$ cat src/rtl/mc_controller.sv
// Multi-cycle control unit: sequences FETCH/DECODE/EXEC/MEM/WB and
// drives the datapath control inputs, PC/IR strobes and retire counter.
module mc_controller #(
   parameter int CNT_W = 32
) (
   input  logic             clk,
   input  logic             reset,
   input  logic [31:0]      instr,
   output logic             ir_en,
   output logic             pc_en,
   output logic             W_en,
   output logic [1:0]       Wreg_sel,
   output logic [1:0]       Wdata_sel,
   output logic [2:0]       ALUop,
   output logic             ALUsrc,
   output logic             DM_sel,
   output logic             Branch,
   output logic             Jal,
   output logic             Jr,
   output logic [1:0]       EXT_sel,
   output logic             Shift_sel,
   output logic [2:0]       state,
   output logic [CNT_W-1:0] instr_cnt,
   output logic             illegal
);

   typedef enum logic [2:0] {
      S_FETCH  = 3'd0,
      S_DECODE = 3'd1,
      S_EXEC   = 3'd2,
      S_MEM    = 3'd3,
      S_WB     = 3'd4
   } state_t;

   state_t           r_state;
   state_t           w_next;
   logic [CNT_W-1:0] r_cnt;
   logic             r_ill;

   logic [5:0] w_op;
   logic [5:0] w_fn;
   logic       w_rtype;
   logic       w_addu, w_subu, w_jr, w_nop;
   logic       w_ori, w_lw, w_sw, w_beq, w_lui, w_jal;
   logic       w_bad;
   logic       w_unused;

   logic       w_ir_en, w_pc, w_wen, w_dm;
   logic       w_br, w_jal_sel, w_jr_sel;

   assign w_op     = instr[31:26];
   assign w_fn     = instr[5:0];
   assign w_unused = ^instr[25:6];
   assign w_rtype  = (w_op == 6'b000000);
   assign w_addu   = w_rtype && (w_fn == 6'b100001);
   assign w_subu   = w_rtype && (w_fn == 6'b100011);
   assign w_jr     = w_rtype && (w_fn == 6'b001000);
   assign w_nop    = w_rtype && (w_fn == 6'b000000);
   assign w_ori    = (w_op == 6'b001101);
   assign w_lw     = (w_op == 6'b100011);
   assign w_sw     = (w_op == 6'b101011);
   assign w_beq    = (w_op == 6'b000100);
   assign w_lui    = (w_op == 6'b001111);
   assign w_jal    = (w_op == 6'b000011);
   assign w_bad    = !(w_addu || w_subu || w_jr || w_nop ||
                       w_ori || w_lw || w_sw || w_beq ||
                       w_lui || w_jal);

   always_ff @(posedge clk) begin
      if (reset) begin
         r_state <= S_FETCH;
         r_cnt   <= '0;
         r_ill   <= 1'b0;
      end else begin
         r_state <= w_next;
         if (w_pc)
            r_cnt <= r_cnt + {{(CNT_W-1){1'b0}}, 1'b1};
         if (r_state == S_DECODE && w_bad)
            r_ill <= 1'b1;
      end
   end

   always_comb begin
      w_next    = r_state;
      w_ir_en   = 1'b0;
      w_pc      = 1'b0;
      w_wen     = 1'b0;
      w_dm      = 1'b0;
      w_br      = 1'b0;
      w_jal_sel = 1'b0;
      w_jr_sel  = 1'b0;
      case (r_state)
         S_FETCH: begin
            w_ir_en = 1'b1;
            w_next  = S_DECODE;
         end
         S_DECODE: begin
            if (w_jal) begin
               w_wen     = 1'b1;
               w_jal_sel = 1'b1;
               w_pc      = 1'b1;
               w_next    = S_FETCH;
            end else if (w_jr) begin
               w_jr_sel = 1'b1;
               w_pc     = 1'b1;
               w_next   = S_FETCH;
            end else if (w_nop || w_bad) begin
               w_pc   = 1'b1;
               w_next = S_FETCH;
            end else begin
               w_next = S_EXEC;
            end
         end
         S_EXEC: begin
            if (w_beq) begin
               w_br   = 1'b1;
               w_pc   = 1'b1;
               w_next = S_FETCH;
            end else if (w_lw || w_sw) begin
               w_next = S_MEM;
            end else begin
               w_next = S_WB;
            end
         end
         S_MEM: begin
            if (w_sw) begin
               w_dm   = 1'b1;
               w_pc   = 1'b1;
               w_next = S_FETCH;
            end else begin
               w_next = S_WB;
            end
         end
         S_WB: begin
            w_wen  = 1'b1;
            w_pc   = 1'b1;
            w_next = S_FETCH;
         end
         default: w_next = S_FETCH;
      endcase
   end

   // Selects depend only on the instruction once past FETCH.
   always_comb begin
      Wreg_sel  = 2'd0;
      Wdata_sel = 2'd0;
      ALUop     = 3'd0;
      ALUsrc    = 1'b0;
      EXT_sel   = 2'd0;
      Shift_sel = 1'b0;
      if (r_state != S_FETCH) begin
         unique case (1'b1)
            w_addu: Wreg_sel = 2'd1;
            w_subu: begin
               Wreg_sel = 2'd1;
               ALUop    = 3'd1;
            end
            w_ori: begin
               ALUop  = 3'd2;
               ALUsrc = 1'b1;
            end
            w_lw: begin
               ALUsrc    = 1'b1;
               EXT_sel   = 2'd1;
               Wdata_sel = 2'd1;
            end
            w_sw: begin
               ALUsrc  = 1'b1;
               EXT_sel = 2'd1;
            end
            w_beq: begin
               ALUop   = 3'd1;
               EXT_sel = 2'd1;
            end
            w_lui: begin
               Shift_sel = 1'b1;
               Wdata_sel = 2'd2;
            end
            w_jal: begin
               Wreg_sel  = 2'd2;
               Wdata_sel = 2'd3;
            end
            default: ;
         endcase
      end
   end

   assign ir_en     = w_ir_en;
   assign pc_en     = w_pc & ~reset;
   assign W_en      = w_wen & ~reset;
   assign DM_sel    = w_dm & ~reset;
   assign Branch    = w_br & ~reset;
   assign Jal       = w_jal_sel & ~reset;
   assign Jr        = w_jr_sel & ~reset;
   assign state     = r_state;
   assign instr_cnt = r_cnt;
   assign illegal   = r_ill;

endmodule

$ cat config.mk
export PLATFORM = sky130hd
export DESIGN_NAME = mc_controller
export DESIGN_NICKNAME = d
export VERILOG_FILES = /design/src/rtl/mc_controller.sv
export SDC_FILE = /design/constraint.sdc
export NUM_CORES = 1
export LEC_CHECK = 0
export CAP_MARGIN = 20
export CORE_UTILIZATION = 53
export DETAILED_ROUTE_END_ITERATION = 6
export DONT_BUFFER_PORTS = 1
export GPL_ROUTABILITY_DRIVEN = 0
export GPL_TIMING_DRIVEN = 0
export PLACE_DENSITY_LB_ADDON = 0.05
export SLEW_MARGIN = 25
export SYNTH_ARGS = -nofsm -noshare
export SYNTH_HDL_FRONTEND = slang
export SYNTH_SLANG_ARGS = --single-unit
$ cat constraint.sdc
create_clock -name clk -period 2.9 [get_ports clk]
set_input_delay 0.435 -clock clk [delete_from_list [all_inputs] [get_ports clk]]
set_output_delay 0.435 -clock clk [all_outputs]
set_load 0.03 [all_outputs]
==> results.yml, run 1 <==
die:
  start_util_pct: 55.84
  rows: 23
  io_pins: 88
  die_y_um: 67.39
  core_um2: 4058
  die_w_um: 67.39
  die_area_um2: 4541
synthesis:
  synth_cell_types: 60
  yosysSeqAreaShare_pct: 31.81
  syn-cell-area_um2: 2266
  muxShareOfSynthArea_pct: 3.644
  yosysTopAreaCellShare_pct: 31.81
  synth_flop_cell: "dfxtp_1"
  yosysTopAreaCell: "dfxtp_1"
  synth-compound-area-share_pct: 18.50
  synthAdderAreaFrac_pct: 0.5522
  synth-seq-cells: 36
  yosys-top-cells-area: "dfxtp_1, a21oi_1, nor2_1"
  synth-xor-area-share_pct: 3.092
  synth_top_family_by_area: "simple AND/OR/NAND/NOR gates"
  syn_inst: 272
  synth_area_per_cell_um2: 8.331
  synth-simple-area-share_pct: 35.34
  yosysMostFrequentCell: "dfxtp_1"
  synth_common_cells: "dfxtp_1, nor2_1, a21oi_1"
  async_flop_share_pct: 0
  synth_edf_count: 0
  ys_warn_count: 0
setup_path:
  worstReg2RegStart: "state[0]"
  reg2reg_depth: 9
  critPathLaunch: "state[0]"
  cp.arrival_ns: 2.41
  crit_end: "pc_en"
  cp.required_ns: 2.47
  crit_type: "register to primary output"
  worst-path-max-fanout: 10
  r2r-end: "instr_cnt[26]"
  end_kind: "primary output"
  cp-start-kind: "register"
  r2r_slack_ns: 0.30
clock_network:
  clk_path_buf_depth: 2
  tritoncts: "yes"
  cts-root-buf: "clkbuf_8"
  path_clk_slew_ns: 0.07
  htreeDepth: 2
  ctsHoldBuffers: 0
  clock_latency_ns: 0.29
  clock_sinks: 36
  cts_inserted_buffers: 5
cells_and_area:
  drive_gt1_share_pct: 17.67
  diodes: 0
  area_growth_pct: 13.64
  fill_cells: 365
  finalNonFillerCells: 333
  nets: 317
route:
  vias_per_cell: 6.324
  finalWirelength_um: 5554
  ant_nets: 0
  wire_per_inst_um: 16.68
  drt_iter0_drc: 143
  firstDrtPassIters: 4
  route.vias.total: 2106
  drc: 0
place:
  dp.cells: 323
  port_buffers: 0
  post-dp-hpwl_um: 3974
sta:
  worst_pin_slew_ns: 0.9395
  fin_skew_ns: 0.004856
  fmax_mhz: 351.8
  final_max_slew_viol_count: 0
  rsz0062_at_grt: "true"
  whs_ns: 0.3974
  period_needed_ns: 2.843
  setup_viol: 0
  max_slew_margin_pct: 36.88
  hold_viol_final: 0
  period_share_pct: 98.03
  fin_setup_tns_ns: 0
worst_hold_path:
  min_path_type: "input pin to register"
grt:
  grt_usage_pct: 25.58
  gr-total-overflow: 0
  grt_first_pass_wirelength_um: 8714
  grt_start_max_net_pins: 13
  antenna_found_initial: 0
  grt_pass1_vias: 1803
flow_run:
  cap_violations: 0
pwr:
  p_switching_uw: 271.6
  clockPowerShare_pct: 50.0
  combPwrFrac_pct: 8.2
  power_density_nw_per_um2: 481.1
  leakage_nw: 0.8049
  p_int_uw: 967.3
  irDropWorstVdd_mv: 0.2395
  switching_share_pct: 21.93
  sequentialPowerShare_pct: 41.8
outcome:
  outcome: "complete, no violations"
[what timing repair did]
item,4_1_cts,5_1_grt
setup buffers,0,1
resized for setup,8,7
gates cloned,0,1
pin swaps,0,4
setup endpoints to repair,2,3
[registers in the layout (all words and copies together), names as in the netlist]
register,cells
illegal,1
instr_cnt,32
state,3
[metrics by stage]
stage	cell area (um2)	setup slack [ns]	utilization [%]	power, mW
after floorplan	2275	0.08341	-	0.6036
after global placement	2337	-0.1357	57.60	0.6210
after detailed placement	2344	-0.1442	57.76	0.6218
after CTS	2539	-0.04359	62.57	1.244
after global routing	2575	-0.02422	63.46	1.277
final	2575	0.05717	63.46	1.239
[how the worst min path moves through the flow]
stage,startpoint,endpoint,slack (ns),cells past startpoint
after floorplan,instr_cnt[1],instr_cnt[1],0.61,2
after global placement,instr_cnt[17],instr_cnt[17],0.64,2
after detailed placement,illegal,illegal,0.64,2
after CTS,reset,state[0],0.39,2
after global routing,reset,state[0],0.41,2
final,reset,state[0],0.40,2
[final cells by class]
type | instances | area, um2 | area share (%)
clock buffers | 5 | 68.82 | 2.672
well taps | 50 | 62.56 | 2.430
multi-input cells | 215 | 1453 | 56.41
clock inverters | 3 | 90.09 | 3.499
inverters | 6 | 22.52 | 0.8746
plain buffers | 17 | 146.4 | 5.685
flip-flops and latches | 36 | 724.4 | 28.13
repair buffers | 1 | 7.507 | 0.2915
[routing by layer]
metal  GRT usage, %  up-vias  part of all wire [%]
met3          7.095        6                   6.1
met5              0        -                     0
met4          7.979        0                   1.1
met2          40.25       68                    46
met1          33.68      986                    46
li1               -     1046                     -
[critical path, cell delays in order, from the launching register on]
cell	delay, ns
dfxtp_4	0.41
buf_8	0.15
inv_2	0.06
or4b_4	0.53
a211oi_4	0.33
nor3_4	0.11
buf_6	0.16
buf_6	0.14
nor2_4	0.21
[power groups by stage]
| stage | Clock (mW) | Combinational (mW) | Sequential, mW |
|---|---|---|---|
| after detailed placement | 0 | 0.0929 | 0.529 |
| after floorplan | 0 | 0.0770 | 0.527 |
| after global placement | 0 | 0.0924 | 0.529 |
| final | 0.619 | 0.102 | 0.518 |
| after global routing | 0.646 | 0.112 | 0.519 |
| after CTS | 0.629 | 0.0976 | 0.517 |
[kinds of logic after synthesis]
logic type | count (synthesis)
other | 1
AO/OA/AOI/OAI | 58
adder cells (fa/ha/maj) | 1
XOR/XNOR | 8
buffers and inverters | 23
flip-flops | 36
multiplexers | 6
AND/OR/NAND/NOR | 139
[cell usage in the layout (no fill, tap or decap), types with 6 or more instances in the layout]
master    instances
nand2_1          18
o31ai_1          10
nand3_1          17
nor3_1           11
nor2_1           25
clkbuf_8          6
xnor2_1           6
nand4_1           9
a21oi_1          23
or4_1            10
dfxtp_1          35
Note: power is estimated with default switching activity, not from simulation.
==> run 2, diff against run 1 <==
- REMOVE_ABC_BUFFERS: unset -> 1
- clock period: 2.9 -> 3.22 ns (I/O delays scaled with it)
==> results.yml, run 2 (synthesized netlist as in run 1, its figures left out) <==
outcome:
  outcome: "complete, no violations"
route:
  drt_iter0_drc: 138
  vias_per_cell: 6.390
  drc: 0
  wire_per_inst_um: 16.03
  route.vias.total: 2013
  ant_nets: 0
  finalWirelength_um: 5049
  firstDrtPassIters: 4
setup_path:
  cp.required_ns: 2.74
  end_kind: "primary output"
  worst-path-max-fanout: 22
  cp-start-kind: "input pin"
  cp.arrival_ns: 2.58
  crit_type: "input pin to primary output"
sta:
  timing.final.ws_setup_ns: 0.1521
  whs_ns: 0.2654
  hold_viol_final: 0
  max_slew_margin_pct: 39.11
  fmax_mhz: 326.0
  period_share_pct: 95.28
  worst_pin_slew_ns: 0.9063
  setup_viol: 0
  final_max_slew_viol_count: 0
  period_needed_ns: 3.068
  rsz0062_at_grt: "false"
  fin_skew_ns: 0.006276
cells_and_area:
  diodes: 0
  final_common_cell: "dfxtp_1"
  largest_reg_flops: 32
  nets: 299
  final_cell_mix: "dfxtp_1, nor2_1, a21oi_1"
  drive_gt1_share_pct: 12.45
  area_growth_pct: 2.264
grt:
  grt_usage_pct: 23.59
  antenna_found_initial: 0
  grt_first_pass_wirelength_um: 8024
  grt_start_max_net_pins: 48
  grt_pass1_vias: 1742
  gr-total-overflow: 0
flow_run:
  cap_violations: 0
clock_network:
  post_cts.repair.setup_buffers: 0
  clock_sinks: 36
  cts_inserted_buffers: 5
  tritoncts: "yes"
  cts-root-buf: "clkbuf_8"
  clock_latency_ns: 0.29
  htreeDepth: 2
  ctsHoldBuffers: 0
  clk_path_buf_depth: 2
  path_clk_slew_ns: 0.07
place:
  place_ws_ns: 0.06097
  port_buffers: 0
  post-dp-hpwl_um: 3499
pwr:
  leakage_nw: 0.6821
  power_density_nw_per_um2: 370.5
  irDropWorstVdd_mv: 0.1839
worst_hold_path:
  min_path_type: "input pin to register"
die:
  die_w_um: 67.39
  start_util_pct: 55.84
  die_y_um: 67.39
  io_pins: 88
  rows: 23
  core_um2: 4058
  die_area_um2: 4541
[run 2: changes by cell type in the layout (fill, tap and decap cells not counted), moves of 2 or more]
cell       previous run  this run
buf_6                 5         0
buf_4                 4         0
bufinv_16             3         0
clkbuf_1              4         2
[run 2: worst paths after layout]
check                                    from            end  slack [ns]  depth (start not counted)
worst min-delay path                    reset   instr_cnt[5]        0.27                          1
worst max-delay path                instr[26]          pc_en        0.15                          5
worst max register to register   instr_cnt[3]  instr_cnt[27]        0.52                          6
worst min register to register  instr_cnt[22]  instr_cnt[22]        0.64                          2
[run 2: metrics by stage]
step	power [mW]	TNS [ns]	cell area (um2)	util [%]	instances
final	0.8585	0	2317	57.11	315
after global routing	0.8919	0	2317	57.11	315
after CTS	0.8682	0	2312	56.98	315
after detailed placement	0.5385	0	2221	54.73	307
after global placement	0.5345	-0.8147	2198	54.18	306
after floorplan	0.5245	0	2136	-	256
[run 2: area by class of cell]
class | instances | area [um2]
Clock buffer | 8 | 90.09
Timing Repair Buffer | 1 | 5.005
Sequential cell | 36 | 721.9
Tap cell | 50 | 62.56
Fill cell | 389 | 1740
Inverter | 6 | 22.52
Multi-Input combinational cell | 214 | 1415
[run 2: worst max-delay path, cell delays in order]
cell	delay [ns]
or4_1	0.57
or3_4	0.43
o2111a_4	0.18
nor3_4	0.60
nor2_1	0.32
[run 2: timing repair]
item / 4_1_cts / 5_1_grt
endpoints found under the setup margin: 1 / 2
endpoints found under the hold margin: 0 / 0
pin swaps: 0 / 1
resized for setup: 1 / 1
[run 2: metal layers]
metal	vias to the layer above	global-route usage, %	wire length, um
met5	-	0	0
met4	0	7.979	35
met3	2	7.264	279
met2	66	39.63	2436
met1	932	28.31	2298
li1	1013	-	-
[run 2: where the power goes]
part / switching (mW) / total, mW / internal [mW] / leakage, nW
Sequential: 0.0183 / 0.469 / 0.450 / 0.291
Combinational: 0.0400 / 0.0593 / 0.0193 / 0.346
Clock: 0.156 / 0.331 / 0.175 / 0.0455
Total: 0.214 / 0.858 / 0.644 / 0.682
